File: src/rtl/aes_bus_master_pkg.sv
// Shared types for the AES bus master: FSM state encoding, bus word and
// block types, and the number of words making up one 128-bit block.
package aes_bus_master_pkg;

    localparam int WORD_BITS       = 32;
    localparam int WORDS_PER_BLOCK = 4;
    localparam int BLOCK_BITS      = WORD_BITS * WORDS_PER_BLOCK;

    typedef logic [WORD_BITS-1:0]  word_t;
    typedef logic [BLOCK_BITS-1:0] block_t;

    typedef enum logic [2:0] {
        ST_IDLE     = 3'd0,
        ST_LOAD_KEY = 3'd1,
        ST_LOAD_PT  = 3'd2,
        ST_WAIT_CT  = 3'd3,
        ST_RESP     = 3'd4
    } aes_bm_state_t;

endpackage

File: src/rtl/aes_word_serdes.sv
// Four-word register file with a 2-bit word index.
// Used either as a shift-out buffer (parallel load, present word[idx],
// advance on transfer) or as a gather buffer (write word[idx], advance).
// Ports:
//   clk, resetN        clock, async active-low reset
//   clr                zero all words and the index
//   load, load_data    parallel load of a whole block, index back to 0
//   adv                advance the index without writing
//   wr, wr_data        write word[idx] and advance the index
//   word               word currently selected by the index
//   block              all four words, word 0 in bits [31:0]
//   last               index points at word 3
module aes_word_serdes
    import aes_bus_master_pkg::*;
(
    input  logic   clk,
    input  logic   resetN,
    input  logic   clr,
    input  logic   load,
    input  block_t load_data,
    input  logic   adv,
    input  logic   wr,
    input  word_t  wr_data,
    output word_t  word,
    output block_t block,
    output logic   last
);

    word_t      regs_r [WORDS_PER_BLOCK];
    logic [1:0] idx_r;

    // Word storage and index; clear beats load beats write beats advance.
    always_ff @(posedge clk or negedge resetN) begin
        if (!resetN) begin
            for (int i = 0; i < WORDS_PER_BLOCK; i++) begin
                regs_r[i] <= '0;
            end
            idx_r <= 2'd0;
        end else if (clr) begin
            for (int i = 0; i < WORDS_PER_BLOCK; i++) begin
                regs_r[i] <= '0;
            end
            idx_r <= 2'd0;
        end else if (load) begin
            for (int i = 0; i < WORDS_PER_BLOCK; i++) begin
                regs_r[i] <= load_data[i*WORD_BITS +: WORD_BITS];
            end
            idx_r <= 2'd0;
        end else if (wr) begin
            regs_r[idx_r] <= wr_data;
            idx_r         <= idx_r + 2'd1;
        end else if (adv) begin
            // 2-bit index wraps 3 -> 0 on the final transfer of a phase
            idx_r <= idx_r + 2'd1;
        end else begin
            idx_r <= idx_r;
        end
    end

    assign word  = regs_r[idx_r];
    assign block = {regs_r[3], regs_r[2], regs_r[1], regs_r[0]};
    assign last  = (idx_r == 2'd3);

endmodule

File: src/rtl/aes_bus_master.sv
// Bus initiator for the AES core: takes one command (key + plaintext),
// streams the key (unless a previously loaded key is reused) and the
// plaintext as 32-bit words, gathers four ciphertext words and returns the
// assembled block. A WAIT_CT timeout aborts with rsp_err=1, rsp_ct=0.
// Ports:
//   clk, resetN                 clock, async active-low reset
//   cmd_*                       command port (valid/ready, key, pt, reuse flag)
//   key_valid/ready/data/last   key bus, word 0 first, last marks word 3
//   pt_valid/ready/data         plaintext bus
//   ct_valid/ready/data         ciphertext bus (inbound)
//   rsp_valid/ready/ct/err      response port
// Every output is decoded from the state register and internal registers
// only, so there is no combinational input-to-output path.
module aes_bus_master
    import aes_bus_master_pkg::*;
#(
    parameter int WORD_W  = 32,
    parameter int TIMEOUT = 1024
) (
    input  logic                  clk,
    input  logic                  resetN,
    input  logic                  cmd_valid,
    output logic                  cmd_ready,
    input  logic [4*WORD_W-1:0]   cmd_key,
    input  logic [4*WORD_W-1:0]   cmd_pt,
    input  logic                  cmd_reuse_key,
    output logic                  key_valid,
    input  logic                  key_ready,
    output logic [WORD_W-1:0]     key_data,
    output logic                  key_last,
    output logic                  pt_valid,
    input  logic                  pt_ready,
    output logic [WORD_W-1:0]     pt_data,
    input  logic                  ct_valid,
    output logic                  ct_ready,
    input  logic [WORD_W-1:0]     ct_data,
    output logic                  rsp_valid,
    input  logic                  rsp_ready,
    output logic [4*WORD_W-1:0]   rsp_ct,
    output logic                  rsp_err
);

    localparam int TO_W = $clog2(TIMEOUT + 1);

    aes_bm_state_t   state_r;
    aes_bm_state_t   next_state_s;
    block_t          pt_hold_r;
    logic            key_loaded_r;
    logic [TO_W-1:0] to_cnt_r;
    logic            rsp_err_r;

    logic   accept_s;
    logic   key_done_s;
    logic   timeout_s;
    logic   out_load_s;
    block_t out_load_data_s;
    logic   out_adv_s;
    word_t  out_word_s;
    logic   out_last_s;
    block_t out_block_unused_s;
    logic   ct_clr_s;
    logic   ct_wr_s;
    word_t  ct_word_unused_s;
    block_t ct_block_s;
    logic   ct_last_s;

    // Shift-out buffer: holds the key, then is reloaded with the plaintext.
    aes_word_serdes u_out (
        .clk       (clk),
        .resetN    (resetN),
        .clr       (1'b0),
        .load      (out_load_s),
        .load_data (out_load_data_s),
        .adv       (out_adv_s),
        .wr        (1'b0),
        .wr_data   ('0),
        .word      (out_word_s),
        .block     (out_block_unused_s),
        .last      (out_last_s)
    );

    // Gather buffer for the returned ciphertext words.
    aes_word_serdes u_ct (
        .clk       (clk),
        .resetN    (resetN),
        .clr       (ct_clr_s),
        .load      (1'b0),
        .load_data ('0),
        .adv       (1'b0),
        .wr        (ct_wr_s),
        .wr_data   (ct_data),
        .word      (ct_word_unused_s),
        .block     (ct_block_s),
        .last      (ct_last_s)
    );

    // Next-state and per-cycle control strobes.
    always_comb begin
        next_state_s    = state_r;
        accept_s        = 1'b0;
        key_done_s      = 1'b0;
        timeout_s       = 1'b0;
        out_load_s      = 1'b0;
        out_load_data_s = '0;
        out_adv_s       = 1'b0;
        ct_clr_s        = 1'b0;
        ct_wr_s         = 1'b0;
        case (state_r)
            ST_IDLE: begin
                if (cmd_valid) begin
                    accept_s   = 1'b1;
                    out_load_s = 1'b1;
                    ct_clr_s   = 1'b1;
                    // Reuse is only honoured when a key is known to be loaded
                    if (cmd_reuse_key && key_loaded_r) begin
                        out_load_data_s = cmd_pt;
                        next_state_s    = ST_LOAD_PT;
                    end else begin
                        out_load_data_s = cmd_key;
                        next_state_s    = ST_LOAD_KEY;
                    end
                end else begin
                    next_state_s = ST_IDLE;
                end
            end
            ST_LOAD_KEY: begin
                if (key_ready && out_last_s) begin
                    // Key done: swap the held plaintext into the shift buffer
                    key_done_s      = 1'b1;
                    out_load_s      = 1'b1;
                    out_load_data_s = pt_hold_r;
                    next_state_s    = ST_LOAD_PT;
                end else if (key_ready) begin
                    out_adv_s = 1'b1;
                end else begin
                    next_state_s = ST_LOAD_KEY;
                end
            end
            ST_LOAD_PT: begin
                if (pt_ready) begin
                    out_adv_s = 1'b1;
                    if (out_last_s) begin
                        next_state_s = ST_WAIT_CT;
                    end else begin
                        next_state_s = ST_LOAD_PT;
                    end
                end else begin
                    next_state_s = ST_LOAD_PT;
                end
            end
            ST_WAIT_CT: begin
                // A handshake on the terminal-count cycle wins over the abort
                if (ct_valid) begin
                    ct_wr_s = 1'b1;
                    if (ct_last_s) begin
                        next_state_s = ST_RESP;
                    end else begin
                        next_state_s = ST_WAIT_CT;
                    end
                end else if (to_cnt_r == TO_W'(TIMEOUT - 1)) begin
                    // This idle cycle is the TIMEOUT-th in a row
                    timeout_s    = 1'b1;
                    ct_clr_s     = 1'b1;
                    next_state_s = ST_RESP;
                end else begin
                    next_state_s = ST_WAIT_CT;
                end
            end
            ST_RESP: begin
                if (rsp_ready) begin
                    next_state_s = ST_IDLE;
                end else begin
                    next_state_s = ST_RESP;
                end
            end
            default: begin
                next_state_s = ST_IDLE;
            end
        endcase
    end

    // State register.
    always_ff @(posedge clk or negedge resetN) begin
        if (!resetN) begin
            state_r <= ST_IDLE;
        end else begin
            state_r <= next_state_s;
        end
    end

    // Plaintext captured at accept so the shift buffer can carry the key first.
    always_ff @(posedge clk or negedge resetN) begin
        if (!resetN) begin
            pt_hold_r <= '0;
        end else if (accept_s) begin
            pt_hold_r <= cmd_pt;
        end else begin
            pt_hold_r <= pt_hold_r;
        end
    end

    // Tracks whether the AES core holds a valid key; lost on timeout.
    always_ff @(posedge clk or negedge resetN) begin
        if (!resetN) begin
            key_loaded_r <= 1'b0;
        end else if (key_done_s) begin
            key_loaded_r <= 1'b1;
        end else if (timeout_s) begin
            key_loaded_r <= 1'b0;
        end else begin
            key_loaded_r <= key_loaded_r;
        end
    end

    // Consecutive idle cycles in WAIT_CT; cleared by any ct handshake.
    always_ff @(posedge clk or negedge resetN) begin
        if (!resetN) begin
            to_cnt_r <= '0;
        end else if ((state_r == ST_WAIT_CT) && !ct_valid && !timeout_s) begin
            to_cnt_r <= to_cnt_r + TO_W'(1);
        end else begin
            to_cnt_r <= '0;
        end
    end

    // Error flag for the pending response.
    always_ff @(posedge clk or negedge resetN) begin
        if (!resetN) begin
            rsp_err_r <= 1'b0;
        end else if (timeout_s) begin
            rsp_err_r <= 1'b1;
        end else if ((state_r == ST_RESP) && rsp_ready) begin
            rsp_err_r <= 1'b0;
        end else begin
            rsp_err_r <= rsp_err_r;
        end
    end

    assign cmd_ready = (state_r == ST_IDLE);
    assign key_valid = (state_r == ST_LOAD_KEY);
    assign key_data  = key_valid ? out_word_s : '0;
    assign key_last  = key_valid && out_last_s;
    assign pt_valid  = (state_r == ST_LOAD_PT);
    assign pt_data   = pt_valid ? out_word_s : '0;
    assign ct_ready  = (state_r == ST_WAIT_CT);
    assign rsp_valid = (state_r == ST_RESP);
    // Gather buffer is cleared on abort, so an error response carries zero
    assign rsp_ct    = rsp_valid ? ct_block_s : '0;
    assign rsp_err   = rsp_err_r;

endmodule

File: config.mk
export PLATFORM = sky130hd
export DESIGN_NAME = aes_bus_master
export DESIGN_NICKNAME = d
export VERILOG_FILES = /design/src/rtl/aes_bus_master_pkg.sv /design/src/rtl/aes_word_serdes.sv /design/src/rtl/aes_bus_master.sv
export SDC_FILE = /design/constraint.sdc
export NUM_CORES = 1
export LEC_CHECK = 0
export CAP_MARGIN = 15
export CELL_PAD_IN_SITES_DETAIL_PLACEMENT = 0
export CELL_PAD_IN_SITES_GLOBAL_PLACEMENT = 1
export CORE_MARGIN = 10
export CORE_UTILIZATION = 30
export DETAILED_ROUTE_END_ITERATION = 10
export GPL_TIMING_DRIVEN = 0
export PLACE_DENSITY = 0.78
export SYNTH_ARGS = -nofsm -noshare
export SYNTH_HDL_FRONTEND = slang
export SYNTH_SLANG_ARGS = --single-unit
File: constraint.sdc
create_clock -name clk -period 1.8 [get_ports clk]
set_input_delay 0.27 -clock clk [delete_from_list [all_inputs] [get_ports clk]]
set_output_delay 0.27 -clock clk [all_outputs]
set_load 0.01 [all_outputs]
# [Word level (Yosys, flattened, before mapping)]
# Cells that the tools add are included.
[op_classes] eq_ne=8 magnitude_cmp=3 n_reduce_logical=14 n_addsub=3 bitwise_logic=2 mux=50
[ops] cell="128-bit two-way mux" n=6
[ops] cell="128-bit one-hot mux with 2 select lines" n=1
[ops] cell="32-bit two-way mux" n=5
[ops] cell="128-bit bitwise mux" n=1
[ops] cell="32-bit binary-select mux with 2-bit select" n=1
[ops] cell="32-bit demux with 2-bit select" n=1
[ops] cell="3-bit two-way mux" n=8
[ops] cell="1-bit two-way mux" n=17
[ops] cell="3-bit one-hot mux with 5 select lines" n=1
[ops] cell="11-bit by 1-bit adder with 11-bit output, second input constant" n=1
[ops] cell="11-bit by 10-bit equality test with 1-bit output, second input constant" n=1
[ops] cell="11-bit two-way mux" n=1
[ops] cell="2-bit two-way mux" n=5
[ops] cell="2-bit nonzero test" n=4
[ops] cell="1-bit logical AND" n=7
[ops] cell="3-bit by 2-bit equality test with 1-bit output, second input constant" n=2
[ops] cell="3-bit >= comparator, second input constant" n=2
[ops] cell="2-bit NOT with 3-bit output" n=2
[ops] cell="1-bit one-hot mux with 2 select lines" n=3
[ops] cell="2-bit by 1-bit adder with 2-bit output, second input constant" n=2
[ops] cell="2-bit equality test, second input constant" n=2
[ops] cell="3-bit by 1-bit equality test with 1-bit output, second input constant" n=1
[ops] cell="3-bit equality test, second input constant" n=1
[ops] cell="3-bit zero test" n=1
[ops] cell="3 further kinds" n=4
[totals] regBits=404 elab_cells=95 out_inout_bits=199 inputBits=296

# [Depth between registers and ports, before layout]
[depth] word_depth=8 ltp_mapped=8 depth_no_buf=6

# [By module]
# From an unflattened synthesis, not the netlist that was laid out.
[hier_totals] cells_unflattened=2494 area_unflattened_um2=22399.0
[modules_own_cells] module="aes_word_serdes" instances=2 seq_area_each_um2=3253.1 cells_per_inst=669 area_each_um2=6717.7
[modules_own_cells] module="aes_bus_master" instances=1 seq_area_each_um2=3603.5 cells_per_inst=1156 area_each_um2=8963.6

# [Least setup slack after synthesis]
# No wires, ideal clock.
[synth_path] path_kind="flip-flop to output port" from="register u_out.idx_r[0]" to="output port key_data[10]" arrival_ns=1.641 path_stages_with_launch=5 path_slack_ns=-0.111 path_buffers=2 path_cell_list="dfrtp_1 clkbuf_1 buf_2 mux4_2 and2_1"
[synth_between] elab_chain_len=5
[synth_lines] item="start, declared" line_no="aes_word_serdes.sv:30" rtl="logic [1:0] idx_r;"
[synth_lines] item="start signal, assigned" line_no="aes_word_serdes.sv:51" rtl="idx_r <= idx_r + 2'd1;"
[synth_lines] item="start signal, assigned" line_no="aes_word_serdes.sv:54" rtl="idx_r <= idx_r + 2'd1;"
[synth_lines] item="start signal, assigned" line_no="aes_word_serdes.sv:56" rtl="idx_r <= idx_r;"
[synth_lines] item="2-bit NOT with 3-bit output"
[synth_lines] item="32-bit binary-select mux with 2-bit select" line_no="aes_word_serdes.sv:60" rtl="assign word = regs_r[idx_r];"
[synth_lines] item="32-bit two-way mux (not written as such) (2 in series)" line_no="aes_word_serdes.sv:60"
[synth_lines] item="32-bit two-way mux" line_no="aes_bus_master.sv:241" rtl="assign key_data = key_valid ? out_word_s : '0;"
[synth_lines] item="end, declared" line_no="aes_bus_master.sv:29" rtl="output logic [WORD_W-1:0] key_data,"
# No other way between the ends. The select of a mux whose other input is x is not followed.

# [Worst setup path after layout]
[layout_path] from="register u_out.idx_r[0]" to="output port pt_data[29]"
[layout_between] elab_chain_len=5
[layout_lines] item="2-bit NOT with 3-bit output"
[layout_lines] item="32-bit binary-select mux with 2-bit select" line_no="aes_word_serdes.sv:60"
[layout_lines] item="32-bit two-way mux (not written as such) (2 in series)" line_no="aes_word_serdes.sv:60"
[layout_lines] item="32-bit two-way mux" line_no="aes_bus_master.sv:244" rtl="assign pt_data = pt_valid ? out_word_s : '0;"
[layout_lines] item="end, declared" line_no="aes_bus_master.sv:33" rtl="output logic [WORD_W-1:0] pt_data,"
# No other way between the ends. The select of a mux whose other input is x is not followed.

==> impl_metrics.csv <==
group,metric,value,unit
clock_tree,cts_buffer_depth,3,
worst_setup_path,worstPathArrival,2.32,ns
synthesis,synth-edff-count,0,
worst_setup_path,cp_cell_sequence,"buf_8, buf_12, mux4_2, buf_6, and2_4, buf_6",
worst_setup_path,crit_path_start,"u_out.idx_r[0]",
routing,drt-wirelength-per-cell,27.6,um
routing,drc,0,
cells_and_area,final_core_util,51.2,%
cells_and_area,final_common_cell,"dfrtp_1",
power,power_density,1460,nW/um^2
cells_and_area,stdcell_area,31600,sq um
synthesis,ys_seq_area_share,54.0,%
clock_tree,clkTransAtPathRegs,0.06,ns
power,power.leakage,14.6,nW
clock_tree,htree_levels,2,
routing,wl,95700,um
synthesis,ys_warn_count,0,
global_route,antenna_found_initial,12,
sta,hold_viol,0,
clock_tree,cts_tree,"built",
power,peakVddDrop,898,uV
synthesis,ys_seq_elements,404,
sta,slew_viol_final,0,
worst_setup_path,critPathKind,"reg2out",
cells_and_area,register_area,10100,sq um
sta,relSlewSlack,46.8,%
synthesis,synthCells,1856,
place,globalplace.congestion,0.926,
outcome,outcome,"finished with violations",
flow_run,drv_cap,0,
sta,setup_viol,589,
worst_setup_path,cp_slowest_cell,"mux4_2",
worst_setup_path,cpMostUsedCell,"buf_6",
sta,worst_slack,-0.790,ns
routing,avgViaCountPerCell,5.40,
worst_setup_path,worstPathRequired,1.53,ns
die,dieWidth,270,um
cells_and_area,multi_input_area,8910,sq um
die,ios,495,
synthesis,synth_fp_nets,2158,
die,initial_core_util,30.3,%
die,die-area,72700,sq um
worst_hold_path,hold_class,"in2reg",
worst_hold_path,whs_path_depth,2,
cells_and_area,fillers,5488,
worst_setup_path,slowest_delay,0.61,ns
place,dpl_cell_area,24800,sq um
synthesis,async_reset_ff_share,100,%
synthesis,ys.flop_type,"dfrtp_1",
global_route,overflow,0,
global_route,grt_max_degree,115,
clock_tree,worst_skew_pair.late_latency,0.61,ns
synthesis,syn_area,18700,sq um
worst_setup_path,start_kind,"flop",
global_route,track_usage,24.3,%
global_route,grt_first_pass_wirelength,132000,um
synthesis,yosys.cell_types.count,48,
clock_tree,cts_sinks,404,
sta,period_needed,2.59,ns
worst_setup_path,path_max_fanout,8,
place,io_buffers,493,
worst_setup_path,r2r_start,"state_r[0]",
outcome,violations,"setup timing",
routing,vias,18700,
global_route,grt_pass1_vias,19000,
sta,worst_slew_pin_slew,0.799,ns
worst_setup_path,end_kind,"primary output",
sta,rsz0062_at_grt,"yes",
cells_and_area,syn_to_final_growth,68.9,%
worst_setup_path,crit_cells,6,
worst_setup_path,cpLargestDelayFamily,"multiplexers",
clock_tree,cts-root-buf,"clkbuf_16",
sta,fin_crit_sh,144,%
worst_setup_path,rr_worst_depth,10,
cells_and_area,final_nets,2889,
sta,fmax,0.386,GHz
routing,drt_first_pass_iters,8,
die,die_height,270,um
worst_setup_path,critPathBufInv,4,
place,dpl.hpwl,68100,um
sta,skew,0.0228,ns
synthesis,avgSynthCellArea,10.1,sq um
routing,drt_iter0_drc,1970,
die,fp.coreArea,61700,sq um
worst_hold_path,min_from,"ct_valid",
clock_tree,cts_buffers,47,
cells_and_area,drive_gt1_share,37.3,%
die,rows,91,
routing,antenna_left,0,
cells_and_area,final_cell_mix,"404 x dfrtp_1, 393 x nand2_1, 294 x clkdlybuf4s50_1",
==> layout make-up <==
class	instances	share of cell area (%)
flip-flops and latches	404	32.0
multi-input cells	1282	28.2
repair buffers	707	25.7
clock buffers	64	4.21
well taps	837	3.32
inverters	9	0.107
clock inverters	23	0.962
diodes	5	0.0396
plain buffers	136	5.51
==> routing by layer <==
metal / vias up / global-route usage (%) / share of wire [%]
li1: 8020 / - / -
met2: 1075 / 42.0 / 49
met1: 9384 / 28.0 / 37
met5: - / 0 / 0.13
met3: 213 / 6.84 / 9.5
met4: 20 / 9.70 / 4.7
==> flip-flops by register name (all words and copies together) (netlist names) <==
signal,flops
u_ct.idx_r,2
pt_hold_r,128
u_out.idx_r,2
key_loaded_r,1
to_cnt_r,11
u_ct.block,128
rsp_err,1
u_out.block,128
state_r,3
==> worst register-to-register path, delay by kind of cell, from the launching register on <==
family	cells	cell delay, ns
DFF	1	0.41
AOI/OAI and AO/OA	2	0.77
and+or+nand+nor	2	0.33
buffers and inverters	6	0.85
==> stage by stage <==
| step | TNS (ns) | hold WS [ns] | power (mW) | setup WS (ns) | std cells |
|---|---|---|---|---|---|
| after floorplan | 0 | -0.0256 | 22.5 | 0.00120 | 1856 |
| after global placement | -7478.81 | 0.458 | 29.3 | -17.40 | 3186 |
| after detailed placement | -485.82 | 0.365 | 29.7 | -1.50 | 3189 |
| after CTS | -225.43 | 0.101 | 43.1 | -0.854 | 3407 |
| after global routing | -269.30 | 0.160 | 48.1 | -0.852 | 3463 |
| final | -237.51 | 0.128 | 46.2 | -0.790 | 3467 |
==> cells in the mapped netlist, types with 2 or more instances <==
library cell / instances / area share, %
nor2_1: 84 / 1.7
nor3_1: 7 / 0.19
a222oi_1: 68 / 3.6
and2_1: 199 / 6.7
a21oi_1: 132 / 3.5
xnor2_1: 5 / 0.23
nor2b_1: 4 / 0.13
buf_4: 12 / 0.48
inv_1: 9 / 0.18
dfrtp_1: 404 / 54
buf_2: 56 / 1.5
o21ai_0: 4 / 0.11
nor2_4: 2 / 0.12
a221o_1: 57 / 3.1
clkbuf_1: 93 / 1.9
o22ai_1: 3 / 0.10
nand3_1: 6 / 0.16
o211ai_1: 4 / 0.16
a22o_1: 128 / 6.0
xor2_1: 4 / 0.19
a22oi_1: 3 / 0.12
mux4_2: 32 / 3.9
nand2_1: 510 / 10
ha_1: 6 / 0.40
==> what timing repair did <==
item | in CTS | in global routing
pin swaps | 180 | 282
gates cloned | 26 | 25
endpoints found under the hold margin | 90 | 0
resized for setup | 1429 | 513
buffers inserted | 112 | 66
hold buffers | 1 | 0
setup endpoints to repair | 592 | 601
==> where the power goes <==
| group | internal [mW] | switching, mW |
|---|---|---|
| combinational | 10.2 | 9.99 |
| sequential | 12.6 | 3.07 |
| clock | 6.07 | 4.20 |
==> logic make-up after synthesis <==
kind of cell               synth area share, %
AOI/OAI and AO/OA                         17.3
xor gates and xnor gates                 0.421
adders and majority gates                0.401
buffers and inverters                     4.03
DFF                                       54.0
muxes                                     3.91
and+or+nand+nor                           19.9
==> worst paths after layout <==
path	slack, ns	end
max	-0.79	pt_data[29]
min	0.13	to_cnt_r[8]
max reg2reg	-0.68	u_out.block[104]
min reg2reg	0.47	rsp_err
max in group asynchronous	0.40	pt_hold_r[85]
min in group asynchronous	0.31	u_ct.block[113]
Note: power is estimated with default switching activity, not from simulation.
